==> config.mk <==
export PLATFORM = sky130hd
export DESIGN_NAME = clk_ratio_meter_flat
export DESIGN_NICKNAME = d
export VERILOG_FILES = /design/src/rtl/clk_ratio_meter_pkg.sv /design/src/rtl/clk_ratio_meter_if.sv /design/src/rtl/clk_ratio_meter_rise_detect.sv /design/src/rtl/clk_ratio_meter.sv /design/src/flat_wrapper.sv
export SDC_FILE = /design/constraint.sdc
export NUM_CORES = 1
export LEC_CHECK = 0
export CELL_PAD_IN_SITES_DETAIL_PLACEMENT = 0
export CELL_PAD_IN_SITES_GLOBAL_PLACEMENT = 1
export CORE_ASPECT_RATIO = 0.5
export CORE_UTILIZATION = 40
export CTS_BUF_LIST = sky130_fd_sc_hd__clkbuf_16
export DETAILED_ROUTE_END_ITERATION = 6
export PLACE_DENSITY = 0.9
export SLEW_MARGIN = 40
export SYNTH_ARGS = -nofsm -noshare
export SYNTH_HDL_FRONTEND = slang
export SYNTH_SLANG_ARGS = --single-unit
==> constraint.sdc <==
create_clock -name clk -period 1.9 [get_ports clk]
set_input_delay 0.38 -clock clk [delete_from_list [all_inputs] [get_ports clk]]
set_output_delay 0.38 -clock clk [all_outputs]
set_load 0.02 [all_outputs]
==> src/rtl/clk_ratio_meter_pkg.sv <==
// Shared types and constants for the clock ratio meter.
package clk_ratio_meter_pkg;

    // Default width of the period and high-time counters
    localparam int unsigned DATA_WIDTH = 8;

    // Measurement FSM encoding
    typedef enum logic [1:0] {
        RM_IDLE    = 2'd0,
        RM_MEASURE = 2'd1,
        RM_OVF     = 2'd2
    } rm_state_e;

endpackage : clk_ratio_meter_pkg

==> src/rtl/clk_ratio_meter_if.sv <==
// Bus between the divided-clock source and the ratio meter.
interface clk_ratio_meter_if
    import clk_ratio_meter_pkg::*;
#(
    parameter int unsigned WIDTH = DATA_WIDTH
);
    logic             sig_in;
    logic [WIDTH-1:0] period;
    logic [WIDTH-1:0] high_time;
    logic             ratio_valid;
    logic             locked;
    logic             overflow;

    // Source side: drives the divided clock, reads back measurements
    modport master (
        output sig_in,
        input  period,
        input  high_time,
        input  ratio_valid,
        input  locked,
        input  overflow
    );

    // Meter side
    modport slave (
        input  sig_in,
        output period,
        output high_time,
        output ratio_valid,
        output locked,
        output overflow
    );
endinterface : clk_ratio_meter_if

==> src/rtl/clk_ratio_meter_rise_detect.sv <==
// Optional input synchronizer plus rising-edge detector for sig_in.
// RATIO_SYNC_EN: when defined, a 2-flop synchronizer is inserted ahead
// of the edge detect so the input may be asynchronous to clk.
module clk_ratio_meter_rise_detect (
    input  logic clk,
    input  logic reset,
    input  logic sig_i,
    output logic level_c,
    output logic rise_c
);
    logic sig_s;
    logic sig_d_q;

`ifdef RATIO_SYNC_EN
    logic [1:0] sync_q;

    // Two-stage synchronizer for an asynchronous divided clock
    always_ff @(posedge clk) begin
        if (reset) begin
            sync_q <= 2'b00;
        end else begin
            sync_q <= {sync_q[0], sig_i};
        end
    end

    assign sig_s = sync_q[1];
`else
    assign sig_s = sig_i;
`endif

    // Previous-cycle level for edge detection
    always_ff @(posedge clk) begin
        if (reset) begin
            sig_d_q <= 1'b0;
        end else begin
            sig_d_q <= sig_s;
        end
    end

    assign level_c = sig_s;
    assign rise_c  = sig_s & ~sig_d_q;

endmodule : clk_ratio_meter_rise_detect

==> src/rtl/clk_ratio_meter.sv <==
// Measures period and high time of a divided clock in clk cycles, with
// lock and overflow status. RATIO_SYNC_EN enables the input synchronizer
// inside the rise detector (adds two cycles to every event latency).
module clk_ratio_meter
    import clk_ratio_meter_pkg::*;
#(
    parameter int unsigned WIDTH = DATA_WIDTH
) (
    input  logic               clk,
    input  logic               reset,
    clk_ratio_meter_if.slave   bus
);
    localparam logic [WIDTH-1:0] CNT_MAX = '1;
    localparam logic [WIDTH-1:0] CNT_ONE = WIDTH'(1);

    logic level_c;
    logic rise_c;

    rm_state_e        state_q,  state_d;
    logic [WIDTH-1:0] cnt_q,    cnt_d;
    logic [WIDTH-1:0] hcnt_q,   hcnt_d;
    logic [WIDTH-1:0] prev_q,   prev_d;
    logic [WIDTH-1:0] period_q, period_d;
    logic [WIDTH-1:0] high_q,   high_d;
    logic             valid_q,  valid_d;
    logic             locked_q, locked_d;
    logic             ovf_q,    ovf_d;

    clk_ratio_meter_rise_detect u_rise_detect (
        .clk     (clk),
        .reset   (reset),
        .sig_i   (bus.sig_in),
        .level_c (level_c),
        .rise_c  (rise_c)
    );

    // State, counter and output registers
    always_ff @(posedge clk) begin
        if (reset) begin
            state_q  <= RM_IDLE;
            cnt_q    <= '0;
            hcnt_q   <= '0;
            prev_q   <= '0;
            period_q <= '0;
            high_q   <= '0;
            valid_q  <= 1'b0;
            locked_q <= 1'b0;
            ovf_q    <= 1'b0;
        end else begin
            state_q  <= state_d;
            cnt_q    <= cnt_d;
            hcnt_q   <= hcnt_d;
            prev_q   <= prev_d;
            period_q <= period_d;
            high_q   <= high_d;
            valid_q  <= valid_d;
            locked_q <= locked_d;
            ovf_q    <= ovf_d;
        end
    end

    // Saturating period/high counters restarted by each rising edge
    always_comb begin
        cnt_d  = cnt_q;
        hcnt_d = hcnt_q;
        if (rise_c) begin
            cnt_d  = CNT_ONE;
            hcnt_d = CNT_ONE;
        end else begin
            if (cnt_q != CNT_MAX) begin
                cnt_d = cnt_q + CNT_ONE;
            end
            if (level_c && (hcnt_q != CNT_MAX)) begin
                hcnt_d = hcnt_q + CNT_ONE;
            end
        end
    end

    // Measurement FSM: arm, publish on each rise, flag saturation
    always_comb begin
        state_d  = state_q;
        prev_d   = prev_q;
        period_d = period_q;
        high_d   = high_q;
        valid_d  = 1'b0;
        locked_d = locked_q;
        ovf_d    = ovf_q;
        case (state_q)
            RM_IDLE: begin
                if (rise_c) begin
                    state_d = RM_MEASURE;
                end
            end
            RM_MEASURE: begin
                // A rise on the saturation cycle still yields a valid period
                if (rise_c) begin
                    period_d = cnt_q;
                    high_d   = hcnt_q;
                    valid_d  = 1'b1;
                    ovf_d    = 1'b0;
                    locked_d = (cnt_q == prev_q);
                    prev_d   = cnt_q;
                end else if (cnt_q == CNT_MAX) begin
                    state_d  = RM_OVF;
                    ovf_d    = 1'b1;
                    locked_d = 1'b0;
                end
            end
            RM_OVF: begin
                // The overflowed period is discarded; this rise re-arms only
                if (rise_c) begin
                    state_d = RM_MEASURE;
                end
            end
            default: begin
                state_d = RM_IDLE;
            end
        endcase
    end

    assign bus.period      = period_q;
    assign bus.high_time   = high_q;
    assign bus.ratio_valid = valid_q;
    assign bus.locked      = locked_q;
    assign bus.overflow    = ovf_q;

endmodule : clk_ratio_meter

==> src/flat_wrapper.sv <==
// flat-port wrapper written by rule: the top's interface ports become plain ports
module clk_ratio_meter_flat import clk_ratio_meter_pkg::*;
#(
    parameter int unsigned WIDTH = DATA_WIDTH
)
  (clk, reset, bus_sig_in, bus_period, bus_high_time, bus_ratio_valid, bus_locked, bus_overflow);
  clk_ratio_meter_if #(.WIDTH(WIDTH)) bus_i ();
  input  logic clk;
  input  logic reset;
  input wire logic [$bits(bus_i.sig_in)-1:0] bus_sig_in;
  output wire logic [$bits(bus_i.period)-1:0] bus_period;
  output wire logic [$bits(bus_i.high_time)-1:0] bus_high_time;
  output wire logic [$bits(bus_i.ratio_valid)-1:0] bus_ratio_valid;
  output wire logic [$bits(bus_i.locked)-1:0] bus_locked;
  output wire logic [$bits(bus_i.overflow)-1:0] bus_overflow;
  assign bus_i.sig_in = bus_sig_in;
  assign bus_period = bus_i.period;
  assign bus_high_time = bus_i.high_time;
  assign bus_ratio_valid = bus_i.ratio_valid;
  assign bus_locked = bus_i.locked;
  assign bus_overflow = bus_i.overflow;
  clk_ratio_meter #(.WIDTH(WIDTH)) u_core (.clk(clk), .reset(reset), .bus(bus_i));
endmodule
==> results of run 1 <==
-- placed cells by master (no fill, tap or decap), types with 2 or more instances in the layout --
cell,instances
nand4_1,3
a31oi_1,2
mux2i_1,4
clkdlybuf4s50_1,21
nand3_1,8
o21ai_0,5
xor2_1,9
nand2_1,38
nor3_1,6
and3_1,4
nand2b_1,6
inv_1,5
ha_1,2
clkbuf_16,5
dfxtp_1,38
a211oi_1,2
or3_1,3
buf_4,8
nor2_1,9
a21oi_1,26
xnor2_1,3
a221oi_1,2
nor4_1,2
-- final timing paths --
path / slack [ns] / to / startpoint
setup / recovery: 0.23 / u_core.cnt_q[0] / u_core.cnt_q[1]
hold / removal: 0.45 / u_core.bus.high_time[0] / u_core.bus.high_time[0]
setup reg to reg: 0.23 / u_core.cnt_q[0] / u_core.cnt_q[1]
hold reg to reg: 0.45 / u_core.bus.high_time[0] / u_core.bus.high_time[0]
-- sequential cells by signal, indices dropped and copies added (netlist names) --
signal,count
u_core.bus.ratio_valid,1
u_core.bus.overflow,1
u_core.bus.high_time,8
u_core.u_rise_detect.sig_d_q,1
u_core.state_q,2
u_core.hcnt_q,8
u_core.prev_q,8
u_core.cnt_q,8
u_core.bus.locked,1
-- per-layer routing --
metal  wire [µm]  GRT usage (%)
met5           0              0
met4          19          4.688
met3         129          4.369
met2        1677          32.30
met1        1637          20.06
-- cells by family (layout without fill, tap and decap cells) --
family                     after synthesis  after routing  synth area share [%]
AOI/OAI and AO/OA                       38             38                 13.19
xor gates and xnor gates                12             12                 6.442
adders and majority gates                2              2                 1.533
buffers and inverters                   14             41                 4.064
DFF                                     38             38                 46.63
muxes                                    4              4                 2.454
and+or+nand+nor                         86             86                 25.69
-- metrics by stage --
| step | cell area, µm² | std cells | hold WS (ns) |
|---|---|---|---|
| 2_1_floorplan | 1632 | 194 | 0.4516 |
| 3_3_place_gp | 1914 | 264 | 0.4465 |
| 3_5_place_dp | 1914 | 264 | 0.4494 |
| 4_1_cts | 2052 | 272 | 0.4568 |
| 5_1_grt | 2052 | 272 | 0.4771 |
| 6_report | 2052 | 272 | 0.4540 |
-- critical path: stages, from the launching register on --
cell and delay (ns):
dfxtp_1 0.44, ha_1 0.27, nand4_1 0.18, or2_2 0.43, xnor2_1 0.16, a21oi_1 0.08
-- cell type report --
type	instances	area (µm²)
clock buffer	5	125.1
clock inverter	3	12.51
fill	331	1608
inverter	4	15.01
multi-input combinational	142	804.5
sequential	38	760.7
tap	51	63.81
timing repair buffer	29	270.3
-- power by group through the flow --
stage | registers [mW] | clock network (mW) | logic [mW]
detailed placement | 0.841 | 0 | 0.0942
global placement | 0.840 | 0 | 0.0931
global route | 0.825 | 0.823 | 0.104
finish | 0.824 | 0.765 | 0.0954
floorplan | 0.842 | 0 | 0.0557
CTS | 0.823 | 0.777 | 0.0957
==> out/qor.txt, run 1 <==
YS warnings: 0
Hold WC Path Type: flop to flop
first-pass GRT wire length: 5699 µm
final setup vio count: 0
sequential share of the synthesized area: 46.63%
CP Class: flop to flop
H-tree levels: 2
Final Slew Violations: 0
GP Congestion: 0.8364
CTS clk-pin slew, worst paths: 0.05 ns
largest net degree at the start of global routing: 24
maxcap violations: 0
Root Buffer: clkbuf_16
fmax: 0.5976 GHz
Post-Route WL: 3464 µm
post-synth cell types: 32
Net Sw Power: 0.3615 mW
fraction of layout cells with a size suffix above 1: 8.597%
CP Max Fanout: 7
P per Cell Area: 820.9 nW/µm²
max_slew headroom: 71.87%
Async S/R FF share, synth: 0%
CP startpoint kind: flop
DR WL/cell: 12.74 µm
DR iter-0 viols: 44
Post-CTS Setup Bufs: 0
Leak Pwr: 0.7456 nW
Worst Path Required: 2.05 ns
# clock sinks: 38
CTS tree: done
setup TNS: 0 ns
Overflow after GRT: 0
maximum clock path buffer count: 2
Die X: 92.32 µm
min cycle time layout: 1.673 ns
Mapped Nets: 199
GRT Resource Usage Total: 17.03%
top cell type's share of synthesized area: 46.63%
initial antenna violation count: 0
Worst-Margin Slew: 0.4180 ns
R2R cell count: 5
Remaining DRCs: 0
synth-to-layout area growth: 25.77%
RSZ-0062 raised after global routing: no
core box area: 3660 µm²
Antenna diodes: 0
vias in the first global route: 1279
Gate Count Post-Synth: 194
sw frac: 21.46%
post-cts resize count: 0
status: completed
Net count, final: 225
Skew-Pair Late Insertion Delay: 0.27 ns
clock power share: 45.4%
Post-CTS Hold Buffers: 0
clk_skew: 0.001138 ns
Post-DRT Antenna Nets: 0
Setup WS pre-CTS: 0.09548 ns
via count: 1416
Seq cells post-synth: 38
starting density of the core: 44.58%
Int Power: 1.323 mW
Synth Flop Type: dfxtp_1
synth top area cells: dfxtp_1, nand2_1, a21oi_1, xor2_1, mux2i_1
die height: 47.16 µm
synthesized cell area: 1632 µm²
EDFF count, synth: 0
TritonCTS buffer count: 5
die area: 4354 µm²
Synth top cells by count: dfxtp_1, nand2_1, a21oi_1, nor2_1, xor2_1
Avg Vias per Cell: 5.206
post-layout worst setup margin: 0.2267 ns
area leader, netlist: dfxtp_1
DP HPWL: 2433 µm
Port Buf Inserts: 21
synthesized area per cell: 8.410 µm²
endpoints failing hold: 0
Critical Path End Type: flop
Max IR drop VDD: 0.0004090 V
Logic pwr share: 5.7%
Hold Path Cell Cnt: 2
CP Data Arrival Time: 1.83 ns
row count: 15
Final Util: 56.07%
DRT Pass-1 Iters: 5
crit share post-route: 88.07%
Seq pwr share: 48.9%
Top Ports: 22
Final Power: 1.685 mW
(Power assumes the default switching activity.)
==> inputs of run 2 (changes only) <==
SKIP_LAST_GASP = 1   (was not set)
==> results of run 2 <==
The final DEF is identical to that of run 1; final timing and power are the same.
